--- src/rtl/pipeline_ctrl_pkg.sv ---
// Shared types and defaults for the pipeline stall/flush sequencer.
package pipeline_ctrl_pkg;

    localparam int unsigned CNT_W_DEF   = 32;
    localparam int unsigned TIMEOUT_DEF = 255;
    localparam int unsigned TO_W_DEF    = 8;

    typedef enum logic [1:0] {
        ST_RUN   = 2'd0,
        ST_DWAIT = 2'd1,
        ST_HALT  = 2'd2
    } state_e;

    typedef struct packed {
        logic stall_if;
        logic stall_id;
        logic stall_ex;
        logic stall_mem;
        logic flush_id;
        logic flush_ex;
        logic flush_wb;
        logic redirect_if;
    } ctrl_t;

    // Whole pipeline frozen with a bubble going into WB
    localparam ctrl_t CTRL_HOLD = '{stall_if: 1'b1, stall_id: 1'b1, stall_ex: 1'b1,
                                    stall_mem: 1'b1, flush_id: 1'b0, flush_ex: 1'b0,
                                    flush_wb: 1'b1, redirect_if: 1'b0};

    localparam ctrl_t CTRL_RESET = '{stall_if: 1'b0, stall_id: 1'b0, stall_ex: 1'b0,
                                     stall_mem: 1'b0, flush_id: 1'b1, flush_ex: 1'b1,
                                     flush_wb: 1'b1, redirect_if: 1'b0};

    // Front-end hazards once the data side is not blocking: branch > load-use > fetch wait
    function automatic ctrl_t run_ctrl(input logic branch, input logic load_use,
                                       input logic imem_ready);
        ctrl_t c;
        c = '0;
        if (branch) begin
            c.redirect_if = 1'b1;
            c.flush_id    = 1'b1;
            c.flush_ex    = 1'b1;
        end else if (load_use) begin
            c.stall_if = 1'b1;
            c.stall_id = 1'b1;
            c.flush_ex = 1'b1;
        end else if (!imem_ready) begin
            c.stall_if = 1'b1;
            c.flush_id = 1'b1;
        end
        return c;
    endfunction

endpackage

--- src/rtl/pipeline_ctrl_if.sv ---
// Hazard inputs and stall/flush/counter outputs of the pipeline sequencer.
interface pipeline_ctrl_if #(
    parameter int unsigned CNT_W = 32
);
    logic             load_use_EX;
    logic             branch_taken_EX;
    logic             dmem_req_MEM;
    logic             dmem_ready;
    logic             imem_ready;
    logic             halt_WB;
    logic             stall_IF;
    logic             stall_ID;
    logic             stall_EX;
    logic             stall_MEM;
    logic             flush_ID;
    logic             flush_EX;
    logic             flush_WB;
    logic             redirect_IF;
    logic             halted;
    logic             mem_timeout;
    logic [CNT_W-1:0] stall_cnt;
    logic [CNT_W-1:0] flush_cnt;

    modport master (
        output load_use_EX, branch_taken_EX, dmem_req_MEM, dmem_ready, imem_ready, halt_WB,
        input  stall_IF, stall_ID, stall_EX, stall_MEM, flush_ID, flush_EX, flush_WB,
        input  redirect_IF, halted, mem_timeout, stall_cnt, flush_cnt
    );

    modport slave (
        input  load_use_EX, branch_taken_EX, dmem_req_MEM, dmem_ready, imem_ready, halt_WB,
        output stall_IF, stall_ID, stall_EX, stall_MEM, flush_ID, flush_EX, flush_WB,
        output redirect_IF, halted, mem_timeout, stall_cnt, flush_cnt
    );
endinterface

--- src/rtl/pipe_perf_cnt.sv ---
// Enable-driven wrap-around event counter with synchronous reset.
module pipe_perf_cnt #(
    parameter int unsigned W = 32
) (
    input  logic         clk,
    input  logic         rst,
    input  logic         en_i,
    output logic [W-1:0] cnt_o
);
    logic [W-1:0] cnt_q;
    logic [W-1:0] cnt_d;

    always_comb begin
        cnt_d = cnt_q;
        if (en_i) cnt_d = cnt_q + W'(1);
    end

    always_ff @(posedge clk) begin
        if (rst) cnt_q <= '0;
        else     cnt_q <= cnt_d;
    end

    assign cnt_o = cnt_q;
endmodule

--- src/rtl/pipeline_ctrl.sv ---
// Stall/flush sequencer for the 5-stage pipeline: merges hazards, memory waits
// and halt into per-stage controls; tracks data-wait timeout and perf counters.
module pipeline_ctrl
    import pipeline_ctrl_pkg::*;
#(
    parameter int unsigned CNT_W   = CNT_W_DEF,
    parameter int unsigned TIMEOUT = TIMEOUT_DEF,
    parameter int unsigned TO_W    = TO_W_DEF
) (
    input  logic           clk,
    input  logic           rst,
    pipeline_ctrl_if.slave bus
);
    state_e          state_q, state_d;
    logic [TO_W-1:0] wait_q, wait_d;
    logic            to_q, to_d;
    ctrl_t           ctrl_c;
    logic            halted_c;
    logic            dmiss_c;

    assign dmiss_c = bus.dmem_req_MEM & ~bus.dmem_ready;

    always_comb begin
        state_d  = state_q;
        wait_d   = wait_q;
        to_d     = to_q;
        ctrl_c   = '0;
        halted_c = 1'b0;
        unique case (state_q)
            ST_RUN: begin
                if (dmiss_c) begin
                    ctrl_c  = CTRL_HOLD;
                    wait_d  = TO_W'(1);
                    state_d = ST_DWAIT;
                end else begin
                    ctrl_c = run_ctrl(bus.branch_taken_EX, bus.load_use_EX, bus.imem_ready);
                end
                if (bus.halt_WB) state_d = ST_HALT;
            end
            ST_DWAIT: begin
                if (!bus.dmem_ready) begin
                    ctrl_c = CTRL_HOLD;
                    if (wait_q == TO_W'(TIMEOUT)) begin
                        to_d    = 1'b1;
                        state_d = ST_HALT;
                    end else begin
                        wait_d = wait_q + TO_W'(1);
                    end
                end else begin
                    ctrl_c  = run_ctrl(bus.branch_taken_EX, bus.load_use_EX, bus.imem_ready);
                    state_d = ST_RUN;
                end
                // Halt retiring abandons the outstanding access
                if (bus.halt_WB) state_d = ST_HALT;
            end
            ST_HALT: begin
                ctrl_c   = CTRL_HOLD;
                halted_c = 1'b1;
            end
            default: state_d = ST_RUN;
        endcase
        if (rst) begin
            ctrl_c   = CTRL_RESET;
            halted_c = 1'b0;
        end
    end

    always_ff @(posedge clk) begin
        if (rst) begin
            state_q <= ST_RUN;
            wait_q  <= '0;
            to_q    <= 1'b0;
        end else begin
            state_q <= state_d;
            wait_q  <= wait_d;
            to_q    <= to_d;
        end
    end

    pipe_perf_cnt #(.W(CNT_W)) u_stall_cnt (
        .clk   (clk),
        .rst   (rst),
        .en_i  (ctrl_c.stall_if & (state_q != ST_HALT)),
        .cnt_o (bus.stall_cnt)
    );

    pipe_perf_cnt #(.W(CNT_W)) u_flush_cnt (
        .clk   (clk),
        .rst   (rst),
        .en_i  (ctrl_c.redirect_if),
        .cnt_o (bus.flush_cnt)
    );

    assign bus.stall_IF    = ctrl_c.stall_if;
    assign bus.stall_ID    = ctrl_c.stall_id;
    assign bus.stall_EX    = ctrl_c.stall_ex;
    assign bus.stall_MEM   = ctrl_c.stall_mem;
    assign bus.flush_ID    = ctrl_c.flush_id;
    assign bus.flush_EX    = ctrl_c.flush_ex;
    assign bus.flush_WB    = ctrl_c.flush_wb;
    assign bus.redirect_IF = ctrl_c.redirect_if;
    assign bus.halted      = halted_c;
    assign bus.mem_timeout = to_q;
endmodule

--- src/flat_wrapper.sv ---
// flat-port wrapper written by rule: the top's interface ports become plain ports
module pipeline_ctrl_flat import pipeline_ctrl_pkg::*;
#(
    parameter int unsigned CNT_W   = CNT_W_DEF,
    parameter int unsigned TIMEOUT = TIMEOUT_DEF,
    parameter int unsigned TO_W    = TO_W_DEF
)
  (clk, rst, bus_load_use_EX, bus_branch_taken_EX, bus_dmem_req_MEM, bus_dmem_ready, bus_imem_ready, bus_halt_WB, bus_stall_IF, bus_stall_ID, bus_stall_EX, bus_stall_MEM, bus_flush_ID, bus_flush_EX, bus_flush_WB, bus_redirect_IF, bus_halted, bus_mem_timeout, bus_stall_cnt, bus_flush_cnt);
  pipeline_ctrl_if #(.CNT_W(CNT_W)) bus_i ();
  input  logic clk;
  input  logic rst;
  input wire logic [$bits(bus_i.load_use_EX)-1:0] bus_load_use_EX;
  input wire logic [$bits(bus_i.branch_taken_EX)-1:0] bus_branch_taken_EX;
  input wire logic [$bits(bus_i.dmem_req_MEM)-1:0] bus_dmem_req_MEM;
  input wire logic [$bits(bus_i.dmem_ready)-1:0] bus_dmem_ready;
  input wire logic [$bits(bus_i.imem_ready)-1:0] bus_imem_ready;
  input wire logic [$bits(bus_i.halt_WB)-1:0] bus_halt_WB;
  output wire logic [$bits(bus_i.stall_IF)-1:0] bus_stall_IF;
  output wire logic [$bits(bus_i.stall_ID)-1:0] bus_stall_ID;
  output wire logic [$bits(bus_i.stall_EX)-1:0] bus_stall_EX;
  output wire logic [$bits(bus_i.stall_MEM)-1:0] bus_stall_MEM;
  output wire logic [$bits(bus_i.flush_ID)-1:0] bus_flush_ID;
  output wire logic [$bits(bus_i.flush_EX)-1:0] bus_flush_EX;
  output wire logic [$bits(bus_i.flush_WB)-1:0] bus_flush_WB;
  output wire logic [$bits(bus_i.redirect_IF)-1:0] bus_redirect_IF;
  output wire logic [$bits(bus_i.halted)-1:0] bus_halted;
  output wire logic [$bits(bus_i.mem_timeout)-1:0] bus_mem_timeout;
  output wire logic [$bits(bus_i.stall_cnt)-1:0] bus_stall_cnt;
  output wire logic [$bits(bus_i.flush_cnt)-1:0] bus_flush_cnt;
  assign bus_i.load_use_EX = bus_load_use_EX;
  assign bus_i.branch_taken_EX = bus_branch_taken_EX;
  assign bus_i.dmem_req_MEM = bus_dmem_req_MEM;
  assign bus_i.dmem_ready = bus_dmem_ready;
  assign bus_i.imem_ready = bus_imem_ready;
  assign bus_i.halt_WB = bus_halt_WB;
  assign bus_stall_IF = bus_i.stall_IF;
  assign bus_stall_ID = bus_i.stall_ID;
  assign bus_stall_EX = bus_i.stall_EX;
  assign bus_stall_MEM = bus_i.stall_MEM;
  assign bus_flush_ID = bus_i.flush_ID;
  assign bus_flush_EX = bus_i.flush_EX;
  assign bus_flush_WB = bus_i.flush_WB;
  assign bus_redirect_IF = bus_i.redirect_IF;
  assign bus_halted = bus_i.halted;
  assign bus_mem_timeout = bus_i.mem_timeout;
  assign bus_stall_cnt = bus_i.stall_cnt;
  assign bus_flush_cnt = bus_i.flush_cnt;
  pipeline_ctrl #(.CNT_W(CNT_W), .TIMEOUT(TIMEOUT), .TO_W(TO_W)) u_core (.clk(clk), .rst(rst), .bus(bus_i));
endmodule
--- config.mk ---
export PLATFORM = sky130hd
export DESIGN_NAME = pipeline_ctrl_flat
export DESIGN_NICKNAME = d
export VERILOG_FILES = /design/src/rtl/pipeline_ctrl_pkg.sv /design/src/rtl/pipeline_ctrl_if.sv /design/src/rtl/pipe_perf_cnt.sv /design/src/rtl/pipeline_ctrl.sv /design/src/flat_wrapper.sv
export SDC_FILE = /design/constraint.sdc
export NUM_CORES = 1
export LEC_CHECK = 0
export ABC_AREA = 1
export BUFFER_PORTS_ARGS = -buffer_cell sky130_fd_sc_hd__buf_2
export CORE_UTILIZATION = 51
export CTS_BUF_LIST = sky130_fd_sc_hd__clkbuf_16
export DETAILED_ROUTE_END_ITERATION = 10
export GPL_TIMING_DRIVEN = 0
export PLACE_DENSITY = 0.77
export SYNTH_ARGS = -nofsm -noshare
export SYNTH_HDL_FRONTEND = slang
export SYNTH_HIERARCHICAL = 1
export SYNTH_SLANG_ARGS = --single-unit
--- constraint.sdc ---
create_clock -name clk -period 1.9 [get_ports clk]
set_input_delay 0.095 -clock clk [delete_from_list [all_inputs] [get_ports clk]]
set_output_delay 0.095 -clock clk [all_outputs]
set_load 0.1 [all_outputs]
==> impl_results.md, run 1 <==
* Core area at 0.00830 mm2
* FF+latch count, synth at 75
* Sequential element share of the synthesized area at 0.341
* Synthesized area at 0.00440 mm2
* Cell leakage power at 2.55 nW
* Global placer's final weighted congestion at 0.855
* # IOs at 82
* Top cell type's share of synthesized area at 0.341
* Least-Margin Pin Slew at 534 ps
* Metal3 WL at 474 um
* First-pass GRT wire length at 17800 um
* CTS tree: done
* Avg WL per Cell at 12.5 um
* Die Footprint at 0.00900 mm2
* Slew Viols, Final at 0
* Layout cells sized above 1 at 0.308
* Finish-stage setup viols at 0
* Port buffer count at 81
* DR top layer: met4
* Clock sink count at 75
* Clock slew at reported path FFs at 60 ps
* Top_reg_cell synth: dfxtp_1
* Number of antenna violations at the first check in global routing at 0
* Worst path arrival time at 2070 ps
* Rel. slew slack at 0.644
* Synth Warn # at 6
* Post-DP HPWL at 7770 um
* Crit path time final at 1850 ps
* DRC at 0
* Skew-Pair Late Insertion Delay at 330 ps
* RSZ-0062 raised after global routing: yes
* Yosys cell types at 32
* FMAX at 540 MHz
* Commonest cells post-synth: nand2_1, nor2_1, inv_1
* Root Buffer: clkbuf_16
* Power Density at 734 mW/mm2
* Max cap viols at 0
* Clock Tree Buf Depth at 2
* Dpl cell area at 0.00501 mm2
* Vias/cell at 5.15
* FP Rows at 33
* Final period util at 0.974
* ANT cells at 0
* Total negative slack at 0 ps
* Syn Area/Cell at 6.61 um2
* DRT iter0 DRCs at 193
* Initial Util at 0.530
* Layout area overhead at 26.5%
* Vias in the first global route at 4075
* Top cells by area, synth: dfxtp_1, nand2_1, nor2_1
* Run status: finished clean
* Critical path class: reg2reg
* Nets at 786
* Antenna viol nets, final at 0
* Top cell type by total area after synthesis: dfxtp_1
* Metal-1 WL at 4910 um
* Cts bufs inserted at 9
* Die H at 94.9 um
* Post-route design area at 0.00556 mm2
* Area of the multi-input gates at 0.00264 mm2
* Fillcell total at 703
* Synthesized Nets at 677
* Synthesized instance count at 666
* Total GRT Usage at 0.250
* Worst-path fanout max at 6
* CP required at 2110 ps
* CP Capture Type: register
* Largest net degree at the start of global routing at 13
* Die span in x at 94.9 um
* Async SR Flop Fraction at 0
* Vias at 4562
* Met2 wire len at 5460 um
* Min-delay worst type: in2reg
* Count leader, synth: nand2_1
* Sequential cell area at 0.00153 mm2
* WL final at 11000 um
* Final Hold Vio Count at 0
* Clk_skew at 5.97 ps
* Overflow left after global routing at 0
* Peak supply drop at 0.663 mV
* Critical Path Start Type: register
* H-tree depth at 3
* Post-synth EDFFs at 0
* Pre-antenna DRT Iters at 5
[critical path, cell delays in order (launching register included)]
cell and delay (ps):
dfxtp_4 380, inv_4 80, o21ai_4 70, or2_4 260, a21boi_2 140, buf_6 140
nand2_4 60, nor2_4 120, nand3_4 160, nor2_4 150, xnor2_1 130, nor2_1 50
[repair_timing]
| action | CTS | global route |
|---|---|---|
| hold buffers | 0 | 0 |
| setup buffers | 6 | 11 |
| gates resized for setup | 12 | 18 |
| hold endpoints to repair | 0 | 0 |
| pin swaps | 10 | 20 |
| endpoints found under the setup margin | 20 | 30 |
[cell type report]
type                            count  area share
Multi-Input combinational cell    489       0.474
Sequential cell                    75       0.275
Inverter                           91      0.0632
Buffer                             11      0.0133
Tap cell                          105      0.0236
Clock buffer                        9      0.0405
Timing Repair Buffer               98      0.0958
Clock inverter                      7      0.0151
[metrics by stage]
step,hold WS [ps],utilization,setup WS [ps],power (mW),cells
5_1_grt,44.0,0.670,-79.2,4.24,885
6_report,42.9,0.670,48.5,4.09,885
4_1_cts,38.0,0.652,-9.61,4.08,874
2_1_floorplan,157,-,-523,2.15,666
3_5_place_dp,383,0.604,-210,2.26,852
3_3_place_gp,383,0.604,-138,2.24,852
[power by group]
part	internal, mW	switching [mW]	leakage [nW]
Sequential	1.60	0.0391	0.614
Clock	1.14	0.659	0.162
Combinational	0.163	0.483	1.78
[cells by family after synthesis]
kind of cell               after synthesis  synth area share
adders and majority gates                3           0.00853
buffers and inverters                  102            0.0956
DFF                                     75             0.341
and+or+nand+nor                        398             0.442
xor gates and xnor gates                 6            0.0119
AOI/OAI and AO/OA                       82             0.100
[registers in the layout, summed over array words and instances, names as in the netlist]
register and flops:
u_core/bus.mem_timeout 1, u_core/state_q 2, u_core/u_flush_cnt/cnt_o 32, u_core/u_stall_cnt/cnt_o 32
u_core/wait_q 8
[placed cells by master, fill, tap and decap left out, types with 16 or more instances in the layout]
cell type  Yosys  routed
a21oi_1       46      46
buf_2          5      86
buf_4          1      18
dfxtp_1       75      58
inv_1         87      86
nand2_1      147     144
nand2_2       24      25
nand3_1       55      47
nand4_1       16      16
nor2_1       102      99
nor2_4        18      29
o21ai_0       23      16
[worst paths after layout]
path | start | endpoint | slack (ps) | cells after the start
hold reg to reg | u_core/u_stall_cnt/cnt_o[10]$_SDFFE_PP0P_ | u_core/u_stall_cnt/cnt_o[10]$_SDFFE_PP0P_ | 460 | 1
hold / removal | rst | u_core/wait_q[2]$_SDFFE_PP0P_ | 40 | 2
setup / recovery | u_core/state_q[0]$_SDFFE_PP0P_ | u_core/u_stall_cnt/cnt_o[12]$_SDFFE_PP0P_ | 50 | 11
setup reg to reg | u_core/state_q[0]$_SDFFE_PP0P_ | u_core/u_stall_cnt/cnt_o[12]$_SDFFE_PP0P_ | 50 | 11
[layer usage]
layer | up-vias | GRT usage
met2 | 110 | 0.440
met5 | - | 0
li1 | 2334 | -
met4 | 0 | 0.111
met1 | 2099 | 0.298
met3 | 19 | 0.0386
Note: power is estimated with default switching activity, not from simulation.
==> run 2, diff against run 1 <==
==> constraint.sdc (replaced) <==
create_clock -name clk -period 1.9 [get_ports clk]
set_input_delay 0.38 -clock clk [delete_from_list [all_inputs] [get_ports clk]]
set_output_delay 0.38 -clock clk [all_outputs]
set_load 0.1 [all_outputs]
==> run 2 against run 1 <==
  * The run now ends with negative setup slack left
  * Design area grew 1.9%
  * Critical path depth shrank 5
  * Clock skew grew 3.6 ps
  * Register-to-register slack lost 90 ps
  * Combinational power grew 6.5%
  * Global-route usage grew 0.53 points
  * Final cell count grew 0.11%
  * Setup slack lost 120 ps
  * Via count grew 0.59%
==> impl_results.md, run 2 (synthesis results as in run 1) <==
* Post-Place Cells at 852 (unchanged)
* Initial Util at 0.530 (unchanged)
* Worst path arrival time at 1590 ps (was 2070 ps)
* CTS tree: done (unchanged)
* Total GRT Usage at 0.255 (was 0.250)
* # IOs at 82 (unchanged)
* RSZ-0062 raised after global routing: yes (unchanged)
* Number of antenna violations at the first check in global routing at 0 (unchanged)
* Clock Tree Buf Depth at 2 (unchanged)
* Avg WL per Cell at 12.9 um (was 12.5 um)
* PnR worst setup slack at -70.4 ps (was 48.5 ps)
* Cts bufs inserted at 9 (unchanged)
* Post-DP HPWL at 7860 um (was 7770 um)
* Skew-Pair Late Insertion Delay at 340 ps (was 330 ps)
* Peak supply drop at 0.471 mV (was 0.663 mV)
* First-pass GRT wire length at 17900 um (was 17800 um)
* Fillcell total at 671 (was 703)
* Crit path time final at 1970 ps (was 1850 ps)
* Hold_ws at 323 ps (was 42.9 ps)
* FP Rows at 33 (unchanged)
* Clk_skew at 9.57 ps (was 5.97 ps)
* Die Footprint at 0.00900 mm2 (unchanged)
* Critical path class: reg2out (was reg2reg)
* Layout cells sized above 1 at 0.330 (was 0.308)
* DRT iter0 DRCs at 241 (was 193)
* Crit-path leading delay family: buffers and inverters (was simple AND/OR/NAND/NOR gates)
* Most frequent cells in the layout: nand2_1, nor2_1, inv_1, buf_2, dfxtp_1 (unchanged)
* Tot Pwr at 3.89 mW (was 4.09 mW)
* Largest stage delay, worst path at 380 ps (about the same)
* Dpl cell area at 0.00505 mm2 (was 0.00501 mm2)
* CP required at 1520 ps (was 2110 ps)
* Most common cell after layout, fill and taps aside: nand2_1 (unchanged)
* Final Hold Vio Count at 0 (unchanged)
* Clock slew at reported path FFs at 60 ps (about the same)
* Least-Margin Pin Slew at 521 ps (was 534 ps)
* CP Capture Type: output pin (was register)
* CP most frequent cell: buf_12 (was nor2_4)
* Vias at 4589 (was 4562)
* Cell leakage power at 2.53 nW (was 2.55 nW)
* Min-delay worst type: in2reg (unchanged)
* DP Worst Slack at -341 ps (was -210 ps)
* Nets at 787 (was 786)
* Max cap viols at 0 (unchanged)
* Clock sink count at 75 (unchanged)
* Overflow left after global routing at 0 (unchanged)
* Most Used Layer, Global Route: met2 (unchanged)
* Layout area overhead at 28.9% (was 26.5%)
* Area of the multi-input gates at 0.00271 mm2 (was 0.00264 mm2)
* Port buffer count at 81 (unchanged)
* Bufs and invs on worst path at 3 (was 2)
* Die span in x at 94.9 um (unchanged)
* Post-route insts no fill at 886 (was 885)
* Pre-antenna DRT Iters at 5 (unchanged)
* Largest net degree at the start of global routing at 14 (was 13)
* Routing usage on met1 at 0.317 (was 0.298)
* Antenna viol nets, final at 0 (unchanged)
* WL final at 11400 um (was 11000 um)
* Core area at 0.00830 mm2 (unchanged)
* Vias in the first global route at 3991 (was 4075)
* ANT cells at 0 (unchanged)
* Violated checks: negative setup slack
* Critical Path Start Type: register (unchanged)
* Crit-path cells: nor2_2 > nand2_1 > nand3_2 > clkinvlp_4 > buf_12 > buf_12 (was inv_4 > o21ai_4 > or2_4 > a21boi_2 > buf_6 > nand2_4 > nor2_4 > nand3_4 > nor2_4 > xnor2_1 > nor2_1)
* Worst-path fanout max at 6 (unchanged)
* Vias/cell at 5.18 (was 5.15)
* Met2 Usage GRT at 0.429 (was 0.440)
* M3 GR Usage at 0.0467 (was 0.0386)
* Final period util at 1.04 (was 0.974)
* Rel. slew slack at 0.655 (was 0.644)
* Hold Buf Count CTS at 0 (unchanged)
* Finish-stage setup viols at 10 (was 0)
* Global placer's final weighted congestion at 0.881 (was 0.855)
* Run status: finished, violations left (was finished clean)
* Root Buffer: clkbuf_16 (unchanged)
* Die H at 94.9 um (unchanged)
* Post-route design area at 0.00567 mm2 (was 0.00556 mm2)
* FMAX at 508 MHz (was 540 MHz)
* Power Density at 687 mW/mm2 (was 734 mW/mm2)
* DRC at 0 (unchanged)
* H-tree depth at 3 (unchanged)
* Sequential cell area at 0.00153 mm2 (about the same)
* Slowest stage cell, crit path: dfxtp_4 (unchanged)
* Slew Viols, Final at 0 (unchanged)
==> run 2: changes by cell type in the layout (fill, tap and decap cells not counted), sizes merged <==
cell      change
bufinv        -2
inv           -3
clkinvlp      +5
clkbuf        +1
==> run 2: stage by stage <==
| step | TNS, ps | utilization |
|---|---|---|
| CTS | -17.0 | 0.656 |
| global route | -2900 | 0.683 |
| detailed placement | -7440 | 0.608 |
| global placement | -6180 | 0.608 |
| floorplan | -12740 | - |
| finish | -243 | 0.683 |
==> run 2: worst paths after layout <==
| kind | startpoint | end | slack, ps | depth (start not counted) |
|---|---|---|---|---|
| min reg2reg | u_core/u_stall_cnt/cnt_o[10]$_SDFFE_PP0P_ | u_core/u_stall_cnt/cnt_o[10]$_SDFFE_PP0P_ | 470 | 1 |
| min | rst | u_core/wait_q[2]$_SDFFE_PP0P_ | 320 | 2 |
| max | u_core/state_q[0]$_SDFFE_PP0P_ | bus_stall_MEM | -70 | 6 |
| max reg2reg | u_core/state_q[1]$_SDFFE_PP0P_ | u_core/u_flush_cnt/cnt_o[14]$_SDFFE_PP0P_ | -40 | 12 |
==> run 2: worst reg2reg max path, cell delays in order (launching register included) <==
cell,delay [ps]
dfxtp_4,380
inv_4,90
o21ai_4,70
buf_4,140
nor3_4,250
buf_6,180
nand2_4,60
nor2_4,130
nand3_4,160
nor2_4,160
nand3_2,100
nand2_2,80
nor2_1,50
==> run 2: what timing repair did <==
action | CTS | global route
pin swaps | 9 | 37
gates cloned | 0 | 0
setup buffers | 8 | 10
endpoints found under the setup margin | 29 | 39
resized for setup | 20 | 35
==> run 2: report_power, final <==
part           switching, mW  internal [mW]  total (mW)  leakage, nW
registers             0.0417           1.60        1.65        0.615
logic                  0.494          0.194       0.688         1.79
clock network          0.682          0.876        1.56        0.123
==> run 2: cell type report <==
class | instances | area share
multi-input combinational | 489 | 0.478
inverter | 91 | 0.0631
clock buffer | 9 | 0.0397
clock inverter | 7 | 0.00817
timing repair buffer | 99 | 0.103
buffer | 11 | 0.0152
sequential | 75 | 0.270
tap | 105 | 0.0232
==> run 2: metal layers <==
metal	wire, um	part of all wire
met1	5040	0.44
met5	0	0
met3	615	0.054
met4	197	0.017
met2	5560	0.49
==> run 3, diff against run 2 <==
- SKIP_LAST_GASP: unset -> 1
==> run 3 against run 2 <==
  * Via count fell by 0.20%
  * Clock-buffer cell count unchanged
  * Clock power about the same
  * Routed wire length shrank 1.2%
  * Critical path type unchanged
  * Largest power group unchanged
  * The flow still finishes with violations (negative setup slack)
  * Global-route usage did not move
==> impl_results.md, run 3 (synthesis results as in run 1) <==
* Final Hold Vio Count at 0 (unchanged)
* Clk_skew at 9.18 ps (was 9.57 ps)
* Peak supply drop at 0.457 mV (was 0.471 mV)
* First-pass GRT wire length at 17900 um (unchanged)
* CP Capture Type: output pin (unchanged)
* CTS tree: done (unchanged)
* Worst-path fanout max at 6 (unchanged)
* Crit-path cells: nor2_2 > nand2_1 > nand3_2 > clkinvlp_4 > buf_12 > buf_6 (was nor2_2 > nand2_1 > nand3_2 > clkinvlp_4 > buf_12 > buf_12)
* Rel. slew slack at 0.656 (was 0.655)
* Most frequent cells in the layout: nand2_1, nor2_1, inv_1, buf_2, dfxtp_1 (unchanged)
* Cts bufs inserted at 9 (unchanged)
* Final design utilization at 0.676 (was 0.683)
* PnR worst setup slack at -74.6 ps (was -70.4 ps)
* Slew Viols, Final at 0 (unchanged)
* # IOs at 82 (unchanged)
* Vias at 4580 (was 4589)
* DRC at 0 (unchanged)
* Power Density at 692 mW/mm2 (was 687 mW/mm2)
* Crit path time final at 1970 ps (about the same)
* Largest stage delay, worst path at 380 ps (about the same)
* Finish-stage setup viols at 7 (was 10)
* Vias in the first global route at 3995 (was 3991)
* Core area at 0.00830 mm2 (unchanged)
* Critical path class: reg2out (unchanged)
* Post-route design area at 0.00561 mm2 (was 0.00567 mm2)
* Layout area overhead at 27.6% (was 28.9%)
* Layout cells sized above 1 at 0.323 (was 0.330)
* FP Rows at 33 (unchanged)
* Total negative slack at -190 ps (was -243 ps)
* FMAX at 506 MHz (was 508 MHz)
* Worst path arrival time at 1590 ps (about the same)
* Largest net degree at the start of global routing at 14 (unchanged)
* Root Buffer: clkbuf_16 (unchanged)
* Most common cell after layout, fill and taps aside: nand2_1 (unchanged)
* Nets at 784 (was 787)
* Violated checks: negative setup slack (unchanged)
* Tot Pwr at 3.88 mW (was 3.89 mW)
* Clock Tree Buf Depth at 2 (unchanged)
* Crit-path leading delay family: buffers and inverters (unchanged)
* DP Worst Slack at -341 ps (unchanged)
* Pre-antenna DRT Iters at 5 (unchanged)
* RSZ-0062 raised after global routing: yes (unchanged)
* Max cap viols at 0 (unchanged)
* Antenna viol nets, final at 0 (unchanged)
* Overflow left after global routing at 0 (unchanged)
* Dpl cell area at 0.00505 mm2 (unchanged)
* Die Footprint at 0.00900 mm2 (unchanged)
* WL final at 11300 um (was 11400 um)
* Clock sink count at 75 (unchanged)
* Critical Path Start Type: register (unchanged)
* Post-DP HPWL at 7860 um (unchanged)
* Cell leakage power at 2.51 nW (was 2.53 nW)
* Bufs and invs on worst path at 3 (unchanged)
* Skew-Pair Late Insertion Delay at 340 ps (about the same)
* DRT iter0 DRCs at 239 (was 241)
* Least-Margin Pin Slew at 520 ps (was 521 ps)
* Global placer's final weighted congestion at 0.881 (unchanged)
* Post-route insts no fill at 883 (was 886)
* Hold Buf Count CTS at 0 (unchanged)
* H-tree depth at 3 (unchanged)
* Avg WL per Cell at 12.8 um (was 12.9 um)
* Number of antenna violations at the first check in global routing at 0 (unchanged)
* Run status: finished, violations left (unchanged)
* Die span in x at 94.9 um (unchanged)
* Final period util at 1.04 (about the same)
* Total GRT Usage at 0.255 (unchanged)
* Min-delay worst type: in2reg (unchanged)
* Post-Place Cells at 852 (unchanged)
* Clock slew at reported path FFs at 60 ps (about the same)
* CP required at 1520 ps (about the same)
* Port buffer count at 81 (unchanged)
* Hold_ws at 324 ps (was 323 ps)
* Initial Util at 0.530 (unchanged)
* Worst R2R Setup Slack at -30 ps (was -40 ps)
* Slowest stage cell, crit path: dfxtp_4 (unchanged)
* ANT cells at 0 (unchanged)
* Die H at 94.9 um (unchanged)
* Vias/cell at 5.19 (was 5.18)
==> run 3: layout make-up <==
| type | count | area (um2) |
|---|---|---|
| fillers | 680 | 2690 |
| multi-input cells | 489 | 2680 |
| flip-flops and latches | 75 | 1530 |
| repair buffers | 96 | 557 |
| inverters | 91 | 355 |
| clock buffers | 9 | 225 |
| well taps | 105 | 131 |
| plain buffers | 11 | 86.3 |
| clock inverters | 7 | 46.3 |
==> run 3: timing repair <==
action,CTS,global route
pin swaps,8,29
setup endpoints to repair,29,39
setup buffers,8,7
resized for setup,18,32
==> run 3: worst register-to-register path, delay by kind of cell, from the launching register on <==
family | cells | cell delay, ps
AOI/OAI and AO/OA | 2 | 220
buffers and inverters | 2 | 230
DFF | 1 | 380
and+or+nand+nor | 8 | 990
==> run 3: power by group <==
group	total, mW	switching, mW	leakage, nW	internal [mW]
clock	1.56	0.679	0.123	0.876
combinational	0.683	0.493	1.77	0.190
sequential	1.64	0.0404	0.615	1.60
total	3.88	1.21	2.51	2.67
==> run 3: path summary, 6_finish.rpt <==
| path | cells past startpoint | from | end |
|---|---|---|---|
| min reg2reg | 1 | u_core/u_stall_cnt/cnt_o[10]$_SDFFE_PP0P_ | u_core/u_stall_cnt/cnt_o[10]$_SDFFE_PP0P_ |
| max reg2reg | 12 | u_core/state_q[0]$_SDFFE_PP0P_ | u_core/u_stall_cnt/cnt_o[24]$_SDFFE_PP0P_ |
| max | 6 | u_core/state_q[0]$_SDFFE_PP0P_ | bus_stall_MEM |
| min | 2 | rst | u_core/wait_q[2]$_SDFFE_PP0P_ |
==> run 3: metal layers <==
layer,GRT usage,wire length (um),vias up
met5,0,0,-
met4,0.115,211,0
met3,0.0467,604,16
met2,0.429,5490,139
met1,0.317,4970,2100
li1,-,-,2325
